## config.mk

```make
export PLATFORM = sky130hd
export DESIGN_NAME = arith_test_sequencer
export DESIGN_NICKNAME = d
export VERILOG_FILES = /design/src/rtl/arith_test_sequencer.sv
export SDC_FILE = /design/constraint.sdc
export NUM_CORES = 1
export LEC_CHECK = 0
export ABC_AREA = 1
export CAP_MARGIN = 10
export CORE_MARGIN = 3
export CORE_UTILIZATION = 48
export CTS_CLUSTER_DIAMETER = 150
export CTS_CLUSTER_SIZE = 16
export DETAILED_ROUTE_END_ITERATION = 10
export MAX_ROUTING_LAYER = met4
export PLACE_DENSITY = 0.73
export SLEW_MARGIN = 10
export SYNTH_ARGS = -nofsm -noshare
export SYNTH_HDL_FRONTEND = slang
export SYNTH_SLANG_ARGS = --single-unit
```

## constraint.sdc

```tcl
create_clock -name pll_clock -period 5.6 [get_ports pll_clock]
set_input_delay 1.4 -clock pll_clock [delete_from_list [all_inputs] [get_ports pll_clock]]
set_output_delay 1.4 -clock pll_clock [all_outputs]
set_load 0.02 [all_outputs]
```

## src/rtl/arith_test_sequencer.sv

```systemverilog
// Operand-sweep sequencer: reads an address window for N passes and replays each
// read as a write-back LATENCY cycles later. Optional: ARITH_TEST_SEQUENCER_CYCLE_COUNT_EN.
module arith_test_sequencer #(
    parameter int ADDR_WIDTH = 11,
    parameter int LATENCY    = 8,
    parameter int PASS_WIDTH = 8
) (
    input  logic                  pll_clock,
    input  logic                  reset,
    input  logic                  start,
    input  logic                  abort,
    input  logic [ADDR_WIDTH-1:0] first_addr,
    input  logic [ADDR_WIDTH-1:0] last_addr,
    input  logic [PASS_WIDTH-1:0] pass_count,
    output logic [ADDR_WIDTH-1:0] r_addr,
    output logic                  r_en,
    output logic [ADDR_WIDTH-1:0] w_addr,
    output logic                  w_en,
    output logic                  busy,
    output logic                  done,
`ifdef ARITH_TEST_SEQUENCER_CYCLE_COUNT_EN
    output logic [31:0]           cycle_count,
`endif
    output logic [PASS_WIDTH-1:0] pass_idx
);

    typedef enum logic [1:0] {S_IDLE, S_RUN, S_DRAIN, S_DONE} state_t;

    localparam logic [ADDR_WIDTH-1:0] ONE_A = ADDR_WIDTH'(1);
    localparam logic [PASS_WIDTH-1:0] ONE_P = PASS_WIDTH'(1);
    localparam logic [6:0]            DRAIN_LAST = 7'(LATENCY - 1);

    state_t                r_state, w_state_next;
    logic [ADDR_WIDTH-1:0] r_first, w_first_next;
    logic [ADDR_WIDTH-1:0] r_last, w_last_next;
    logic [PASS_WIDTH-1:0] r_pass_count, w_pass_count_next;
    logic [ADDR_WIDTH-1:0] r_raddr, w_raddr_next;
    logic [PASS_WIDTH-1:0] r_pass_idx, w_pass_idx_next;
    logic [6:0]            r_drain_cnt, w_drain_cnt_next;
    logic                  w_accept;
    logic                  w_last_hit;
    logic                  w_final_read;

    assign w_accept     = (r_state == S_IDLE) && start && !abort;
    assign w_last_hit   = (r_raddr == r_last);
    // Final read of the run: last address of pass pass_count-1 (never in continuous mode).
    assign w_final_read = w_last_hit && (r_pass_count != '0)
                          && (r_pass_idx == r_pass_count - ONE_P);

    always_comb begin
        w_state_next      = r_state;
        w_first_next      = r_first;
        w_last_next       = r_last;
        w_pass_count_next = r_pass_count;
        w_raddr_next      = r_raddr;
        w_pass_idx_next   = r_pass_idx;
        w_drain_cnt_next  = r_drain_cnt;
        case (r_state)
            S_IDLE: begin
                if (w_accept) begin
                    w_state_next      = S_RUN;
                    w_first_next      = first_addr;
                    w_last_next       = last_addr;
                    w_pass_count_next = pass_count;
                    w_raddr_next      = first_addr;
                    w_pass_idx_next   = '0;
                end
            end
            S_RUN: begin
                w_raddr_next = w_last_hit ? r_first : r_raddr + ONE_A;
                if (w_last_hit) begin
                    w_pass_idx_next = r_pass_idx + ONE_P;
                end
                if (abort || w_final_read) begin
                    w_state_next     = S_DRAIN;
                    w_drain_cnt_next = '0;
                end
            end
            S_DRAIN: begin
                if (r_drain_cnt == DRAIN_LAST) begin
                    w_state_next = S_DONE;
                end else begin
                    w_drain_cnt_next = r_drain_cnt + 7'd1;
                end
            end
            default: w_state_next = S_IDLE;
        endcase
    end

    always_ff @(posedge pll_clock or posedge reset) begin
        if (reset) begin
            r_state      <= S_IDLE;
            r_first      <= '0;
            r_last       <= '0;
            r_pass_count <= '0;
            r_raddr      <= '0;
            r_pass_idx   <= '0;
            r_drain_cnt  <= '0;
        end else begin
            r_state      <= w_state_next;
            r_first      <= w_first_next;
            r_last       <= w_last_next;
            r_pass_count <= w_pass_count_next;
            r_raddr      <= w_raddr_next;
            r_pass_idx   <= w_pass_idx_next;
            r_drain_cnt  <= w_drain_cnt_next;
        end
    end

    assign r_en     = (r_state == S_RUN);
    assign r_addr   = r_raddr;
    assign busy     = (r_state == S_RUN) || (r_state == S_DRAIN);
    assign done     = (r_state == S_DONE);
    assign pass_idx = r_pass_idx;

    // Delay line: {enable, address} per stage; stage LATENCY-1 drives the write port.
    logic [ADDR_WIDTH:0] r_dly [LATENCY];

    generate
        for (genvar gi = 0; gi < LATENCY; gi++) begin : g_dly
            always_ff @(posedge pll_clock or posedge reset) begin
                if (reset) begin
                    r_dly[gi] <= '0;
                end else if (gi == 0) begin
                    r_dly[gi] <= {r_en, r_raddr};
                end else begin
                    r_dly[gi] <= r_dly[(gi == 0) ? 0 : gi - 1];
                end
            end
        end
    endgenerate

    assign w_en   = r_dly[LATENCY-1][ADDR_WIDTH];
    assign w_addr = r_dly[LATENCY-1][ADDR_WIDTH-1:0];

`ifdef ARITH_TEST_SEQUENCER_CYCLE_COUNT_EN
    logic [31:0] r_cycle_count;

    always_ff @(posedge pll_clock or posedge reset) begin
        if (reset) begin
            r_cycle_count <= '0;
        end else if (w_accept) begin
            r_cycle_count <= '0;
        end else if (busy && (r_cycle_count != 32'hFFFF_FFFF)) begin
            r_cycle_count <= r_cycle_count + 32'd1;
        end
    end

    assign cycle_count = r_cycle_count;
`endif

endmodule

```

==> impl_metrics.tcl, run 1 <==
set metrics [dict create \
    outcome "finished, final reports clean" \
    max_freq_mhz 276 \
    grt_start_max_net_pins 82 \
    diodes 0 \
    cp_max_fo 15 \
    setup_tns_ps 0 \
    wl_um 11100 \
    dieArea_um2 13600 \
    place_area_um2 6600 \
    die_w_um 117 \
    setup_viol 0 \
    p_int_mw 2.73 \
    combPwrFrac 0.295 \
    core_area_um2 11700 \
    grt_first_pass_wirelength_um 18700 \
    register_area_um2 3850 \
    yosysUniqueCellTypes 26 \
    area_growth_pct 21.8 \
    cp.required_ps 4200 \
    htreeDepth 4 \
    multiInputGateArea_um2 1680 \
    stdcell_area_um2 7160 \
    gr-total-overflow 0 \
    clkPwrFrac 0.254 \
    grt_pass1_vias 3823 \
    ios 68 \
    antenna_found_initial 0 \
    clock_latency_ps 410 \
    synth-seq-area-share 0.655 \
    cts_hold_buf 0 \
    dr.pass1.iters 5 \
    cts-buffers-inserted 17 \
    rsz0062_at_grt "no" \
    port_buffers 67 \
    slowest_stage "clkdlybuf4s50_1" \
    path_clk_slew_ps 60 \
    worstMarginPinSlew_ps 712 \
    antenna_left 0 \
    initial_core_util 0.502 \
    grt_usage 0.185 \
    max_cap_violations 0 \
    synth_seq_cells 154 \
    layout_common_cells "154 x dfrtp_1, 147 x nand2_1, 67 x clkdlybuf4s50_1" \
    cts-root-buf "clkbuf_16" \
    post_cts_buffers 0 \
    hp-class "flip-flop to flip-flop" \
    synth_area_um2 5880 \
    p_sw_mw 1.46 \
    cp_data_arrival_time_ps 2220 \
    clk_path_buf_depth 2 \
    pre_cts_ws_ps 1920 \
    slowest_delay_ps 730 \
    fp.dieH_um 117 \
    rows 39 \
    critPathLaunchType "flip-flop" \
    cts_tree "yes" \
    p_sw_frac 0.349 \
    drt_iter0_markers 331 \
    num_vias 3906 \
    fillers 929 \
    power_mw 4.19 \
    finalCritPeriodShare 0.647 \
    cts.sinks 154 \
    p_seq_frac 0.451 \
    fin_ws_ps 1980 \
    cts-resized-gates 0 \
    drc 0 \
    synthesis.nets 608 \
    vdd_drop_max_mv 0.380 \
    post-route-min-period_ps 3620 \
    gp_congestion 0.837 \
    synthCells 565 \
    layout-drive-gt1-share 0.0764 \
    path_cells "inv_1, ha_1, clkdlybuf4s50_1" \
    finClkSkew_ps 9.35 \
    hold_viol 0 \
    syn_area_per_cell_um2 10.4 \
    finalNonFillerCells 784 \
    power.density_nw_per_um2 585 \
    endpoint_kind "output pin" \
    slew_headroom 0.525 \
    dp_hpwl_um 7260 \
    leakage_nw 3.40 \
    path_class "flip-flop to output pin" \
    final_core_util 0.612 \
    dp_cells 753 \
    slew_violations 0 \
    hold_slack_ps 342 \
    yosysWarnings 0 \
    wl_per_cell_um 14.1 \
    nets 672 \
    final_common_cell "dfrtp_1" \
    via_per_inst 4.98 \
]
-- per-layer routing --
| layer | part of all wire | up-vias | track usage | wire length, um |
|---|---|---|---|---|
| li1 | - | 1905 | - | - |
| met1 | 0.46 | 1867 | 0.245 | 5110 |
| met2 | 0.47 | 115 | 0.275 | 5200 |
| met3 | 0.048 | 19 | 0.0534 | 527 |
| met4 | 0.020 | 0 | 0.0665 | 219 |
| met5 | 0 | - | - | 0 |
-- worst max-delay path: cells and delay by family (launching register included) --
family / cells / cell delay, ps
buffers and inverters: 2 / 820
adder cells (fa/ha/maj): 1 / 590
flip-flops: 1 / 410
-- path summary, 6_finish.rpt --
path	startpoint	end	slack (ps)	cells after the start
worst max-delay path	r_state[1]$_DFFE_PP0P_	r_en	1980	3
worst min-delay path	r_dly[70]$_DFF_PP0_	r_dly[58]$_DFF_PP0_	340	0
worst max register to register	r_state[0]$_DFFE_PP0P_	pass_idx[1]$_DFFE_PP0P_	3020	11
worst min register to register	r_dly[70]$_DFF_PP0_	r_dly[58]$_DFF_PP0_	340	0
max in group asynchronous	reset	r_dly[66]$_DFF_PP0_	3130	3
min in group asynchronous	reset	r_dly[35]$_DFF_PP0_	1500	2
-- power by group through the flow --
stage | registers [mW] | logic, mW | clock network [mW]
after floorplan | 1.89 | 0.834 | 0
final | 1.89 | 1.24 | 1.06
after detailed placement | 1.91 | 1.22 | 0
after global placement | 1.89 | 1.20 | 0
after global routing | 1.96 | 1.39 | 1.15
after CTS | 1.90 | 1.24 | 1.09
-- cell usage after synthesis --
library cell,number,area [um^2]
nor2_2,3,18.8
ha_1,9,113
nor2_1,36,135
o31ai_1,4,30.0
nand3_2,2,20.0
o21ai_0,37,185
buf_4,11,82.6
nand2_1,147,552
o21bai_2,1,11.3
nand4_1,9,56.3
nor4_1,1,6.26
nand3_1,28,140
dfrtp_1,154,3850
o211ai_1,1,7.51
buf_2,2,10.0
nor3_1,4,20.0
inv_2,2,7.51
nand2_2,4,25.0
xnor2_1,9,78.8
inv_1,48,180
buf_6,3,33.8
buf_1,4,15.0
xor2_1,20,175
a21oi_1,20,100
or2_2,1,6.26
clkbuf_1,5,18.8
-- sequential cells by signal (all words and copies together) (netlist names) --
name / count
pass_idx: 8
r_addr: 11
r_dly: 84
r_drain_cnt: 7
r_first: 11
r_last: 11
r_pass_count: 8
r_state: 2
w_addr: 11
w_en: 1
-- area by class of cell --
type	instances	area share
clock inverters	10	0.0114
inverters	50	0.0269
repair buffers	70	0.0968
multi-input cells	336	0.235
well taps	143	0.0250
clock buffers	21	0.0671
flip-flops and latches	154	0.538
-- cells by family after synthesis --
group	synth area share
buffers and inverters	0.0591
AOI/OAI and AO/OA	0.0568
DFF	0.655
and+or+nand+nor	0.167
adders and majority gates	0.0191
xor gates and xnor gates	0.0432
Note: power is estimated with default switching activity, not from simulation.
==> run 2: changes to the inputs <==
--- a/config.mk
+++ b/config.mk
@@ -13,7 +13,7 @@
 export CTS_CLUSTER_SIZE = 16
 export DETAILED_ROUTE_END_ITERATION = 10
 export MAX_ROUTING_LAYER = met4
-export PLACE_DENSITY = 0.73
+export PLACE_DENSITY = 0.7
 export SLEW_MARGIN = 10
 export SYNTH_ARGS = -nofsm -noshare
 export SYNTH_HDL_FRONTEND = slang
==> constraint.sdc (replaced) <==
create_clock -name pll_clock -period 3.5 [get_ports pll_clock]
set_input_delay 0.875 -clock pll_clock [delete_from_list [all_inputs] [get_ports pll_clock]]
set_output_delay 0.875 -clock pll_clock [all_outputs]
set_load 0.02 [all_outputs]
==> impl_metrics.tcl, run 2 (same netlist as run 1, synthesis figures left out) <==
set metrics [dict create \
    cp_max_fo 4 \
    final_common_cell "dfrtp_1" \
    core_area_um2 11700 \
    cts-resized-gates 0 \
    largest_reg_flops 84 \
    wl_per_cell_um 15.5 \
    hp-class "flip-flop to flip-flop" \
    crit_path_start "r_state[0]$_DFFE_PP0P_" \
    layout-drive-gt1-share 0.0791 \
    post-route-min-period_ps 2710 \
    clk_path_buf_depth 2 \
    leakage_nw 3.44 \
    antenna_found_initial 0 \
    hold_viol 0 \
    cp_top_family "buffers and inverters" \
    setup_tns_ps 0 \
    max_cap_violations 0 \
    worst_r2r_startpoint "r_addr[0]$_DFFE_PP0P_" \
    critPathLaunchType "flip-flop" \
    worst-path-buf-inv 2 \
    fillers 918 \
    cts_hold_buf 0 \
    rsz0062_at_grt "no" \
    reg2reg_setup_slack_ps 1090 \
    fp.dieH_um 117 \
    slew_violations 0 \
    dr.pass1.iters 5 \
    drc 0 \
    rows 39 \
    max_freq_mhz 369 \
    setup_viol 0 \
    path_clk_slew_ps 60 \
    cts-buffers-inserted 17 \
    clock_latency_ps 410 \
    htreeDepth 4 \
    place_area_um2 6640 \
    grt_usage 0.202 \
    path_depth 3 \
    cp-endpoint "busy" \
    cts.sinks 154 \
    worstMarginPinSlew_ps 755 \
    cts-root-buf "clkbuf_16" \
    gp_congestion 0.879 \
    die_w_um 117 \
    timing.rr.end "r_drain_cnt[0]$_DFFE_PP0P_" \
    power.density_nw_per_um2 961 \
    nets 675 \
    port_buffers 67 \
    slowest_stage "clkdlybuf4s50_1" \
    path_class "flip-flop to output pin" \
    cp.required_ps 2620 \
    layout_common_cells "154 x dfrtp_1, 147 x nand2_1, 67 x clkdlybuf4s50_1" \
    initial_core_util 0.502 \
    antenna_left 0 \
    cts_tree "yes" \
    outcome "finished, final reports clean" \
    ios 68 \
    via_per_inst 5.10 \
    wl_um 12200 \
    drt_iter0_markers 358 \
    area_growth_pct 23.2 \
    slowest_delay_ps 610 \
    dp_hpwl_um 7870 \
    hold_slack_ps 343 \
    finalCritPeriodShare 0.774 \
    gr-total-overflow 0 \
    grt_pass1_vias 4038 \
    stdcell_area_um2 7240 \
    max_flop_register "r_dly" \
    vdd_drop_max_mv 0.708 \
    fin_ws_ps 791 \
    diodes 0 \
    path_cells "inv_1, ha_1, clkdlybuf4s50_1" \
    power_mw 6.97 \
    endpoint_kind "output pin" \
    pre_cts_ws_ps 879 \
    dieArea_um2 13600 \
    worstRegToRegCells 12 \
    grt_first_pass_wirelength_um 20100 \
    grt_start_max_net_pins 71 \
    cp_data_arrival_time_ps 1830 \
    finClkSkew_ps 6.85 \
    num_vias 4016 \
    post_cts_buffers 0 \
    slew_headroom 0.496 \
]
run 2: per-stage QoR:
stage,instances,util
2_1_floorplan,565,-
3_3_place_gp,756,0.567
3_5_place_dp,756,0.567
4_1_cts,788,0.619
5_1_grt,788,0.619
6_report,788,0.619
run 2: worst reg2reg max path, cell delays in order (launching register included):
cell and delay, ps:
dfrtp_1 460, inv_1 130, nand2_1 60, nand2_1 50, nand2_1 60, nor2_1 210
nand3_2 440, nor2_2 230, nand3_2 140, nand2_2 230, nand2_2 160, nand2_1 100
nand2_1 50
run 2: report_power, final:
group          internal, mW  switching [mW]  leakage [nW]
Sequential             2.59           0.487          1.87
Clock                  1.15           0.738         0.292
Combinational         0.802            1.19          1.27
Total                  4.55            2.42          3.44
run 2: per-layer routing:
layer	GRT usage	vias to the layer above	share of wire
met5	-	-	0
met4	0.0619	0	0.014
met3	0.0492	19	0.050
met2	0.320	114	0.49
met1	0.261	1978	0.44
li1	-	1905	-
run 2: worst min path at each step:
stage	slack [ps]	depth (start not counted)	start	to
6_report	340	0	r_dly[68]$_DFF_PP0_	r_dly[56]$_DFF_PP0_
3_3_place_gp	330	0	r_dly[64]$_DFF_PP0_	r_dly[52]$_DFF_PP0_
5_1_grt	350	0	r_dly[22]$_DFF_PP0_	w_addr[10]$_DFF_PP0_
3_5_place_dp	330	0	r_dly[25]$_DFF_PP0_	r_dly[13]$_DFF_PP0_
4_1_cts	340	0	r_dly[68]$_DFF_PP0_	r_dly[56]$_DFF_PP0_
2_1_floorplan	330	0	r_dly[24]$_DFF_PP0_	r_dly[12]$_DFF_PP0_
run 2: cell type report:
cell class | instances | area (um^2) | area share
Clock inverter | 12 | 163 | 0.0225
Tap cell | 143 | 179 | 0.0247
Multi-Input combinational cell | 336 | 1680 | 0.232
Sequential cell | 154 | 3850 | 0.532
Inverter | 50 | 191 | 0.0264
Timing Repair Buffer | 73 | 728 | 0.101
Clock buffer | 20 | 447 | 0.0617
==> run 3: changes to the inputs <==
==> constraint.sdc (replaced) <==
create_clock -name pll_clock -period 2.7 [get_ports pll_clock]
set_input_delay 0.675 -clock pll_clock [delete_from_list [all_inputs] [get_ports pll_clock]]
set_output_delay 0.675 -clock pll_clock [all_outputs]
set_load 0.02 [all_outputs]
==> impl_metrics.tcl, run 3 (same netlist as run 1, synthesis figures left out) <==
set metrics [dict create \
    dieArea_um2 13600 \
    post-route-min-period_ps 2520 \
    clock_latency_ps 420 \
    hp-class "flip-flop to flip-flop" \
    grt_usage 0.194 \
    register_area_um2 3850 \
    port_buffers 67 \
    clk_path_buf_depth 2 \
    grt_start_max_net_pins 112 \
    max_freq_mhz 397 \
    cts.sinks 154 \
    final_common_cell "dfrtp_1" \
    max_cap_violations 0 \
    outcome "finished, final reports clean" \
    grt_pass1_vias 3979 \
    die_w_um 117 \
    via_per_inst 4.96 \
    gr-total-overflow 0 \
    grt_first_pass_wirelength_um 19500 \
    path_clk_slew_ps 60 \
    core_area_um2 11700 \
    cts_tree "yes" \
    hold_slack_ps 344 \
    cp_max_fo 4 \
    antenna_left 0 \
    setup_tns_ps 0 \
    setup_viol 0 \
    hold_viol 0 \
    cts-resized-gates 0 \
    drc 0 \
    htreeDepth 4 \
    multiInputGateArea_um2 1680 \
    finClkSkew_ps 6.00 \
    ios 68 \
    cts_hold_buf 0 \
    finalCritPeriodShare 0.934 \
    antenna_found_initial 0 \
    layout-drive-gt1-share 0.0820 \
    cts-root-buf "clkbuf_16" \
    cp.required_ps 2030 \
    gp_congestion 0.871 \
    layout_common_cells "154 x dfrtp_1, 147 x nand2_1, 67 x clkdlybuf4s50_1" \
    initial_core_util 0.502 \
    post_cts_buffers 0 \
    worstMarginPinSlew_ps 563 \
    dp_hpwl_um 7650 \
    wl_per_cell_um 14.3 \
    cp_data_arrival_time_ps 1850 \
    num_vias 3913 \
    diodes 0 \
    fp.dieH_um 117 \
    rsz0062_at_grt "no" \
    cts-buffers-inserted 17 \
    slew_violations 0 \
    dr.pass1.iters 4 \
    area_growth_pct 23.4 \
    fillers 967 \
    rows 39 \
    slew_headroom 0.625 \
    critPathLaunchType "flip-flop" \
    power.density_nw_per_um2 1230 \
    largest_reg_flops 84 \
    wl_um 11300 \
    drt_iter0_markers 246 \
    vdd_drop_max_mv 0.923 \
    path_class "flip-flop to output pin" \
    nets 677 \
    max_flop_register "r_dly" \
    leakage_nw 3.45 \
    endpoint_kind "output pin" \
]
[run 3: final timing paths]
check | startpoint | endpoint | slack, ps | cells after the start
min | r_dly[68]$_DFF_PP0_ | r_dly[56]$_DFF_PP0_ | 340 | 0
max in group asynchronous | reset | r_dly[84]$_DFF_PP0_ | 1490 | 3
min in group asynchronous | reset | r_dly[35]$_DFF_PP0_ | 770 | 3
max | r_state[0]$_DFFE_PP0P_ | busy | 180 | 3
min reg2reg | r_dly[68]$_DFF_PP0_ | r_dly[56]$_DFF_PP0_ | 340 | 0
max reg2reg | r_pass_count[0]$_DFFE_PP0P_ | r_drain_cnt[1]$_DFFE_PP0P_ | 600 | 14
[run 3: cell type report]
cell class,count,share of cell area
flip-flops and latches,154,0.531
multi-input cells,336,0.232
repair buffers,75,0.102
clock buffers,19,0.0610
inverters,50,0.0264
well taps,143,0.0247
clock inverters,12,0.0228
[run 3: through the flow]
step	instances	power [mW]	util	setup slack, ps	cell area, um^2
after floorplan	565	5.66	-	80.1	5890
after global placement	758	6.46	0.568	574	6650
after detailed placement	758	6.58	0.568	477	6650
after CTS	789	9.04	0.620	146	7260
after global routing	789	9.58	0.620	97.9	7260
final	789	8.94	0.620	179	7260
[run 3: layer usage]
layer,vias up,global-route usage,wire length [um]
met2,78,0.292,5430
met3,20,0.0508,448
li1,1916,-,-
met4,0,0.0803,242
met1,1899,0.252,5180
met5,-,-,0
[run 3: critical path: stages, from the launching register on]
cell and delay (ps):
dfrtp_1 420, inv_1 90, ha_1 310, clkdlybuf4s50_1 610
[run 3: report_power, final]
part / switching, mW / internal, mW / leakage (nW)
Combinational: 1.53 / 1.05 / 1.28
Sequential: 0.582 / 3.36 / 1.87
Clock: 0.928 / 1.49 / 0.292
Total: 3.04 / 5.90 / 3.45
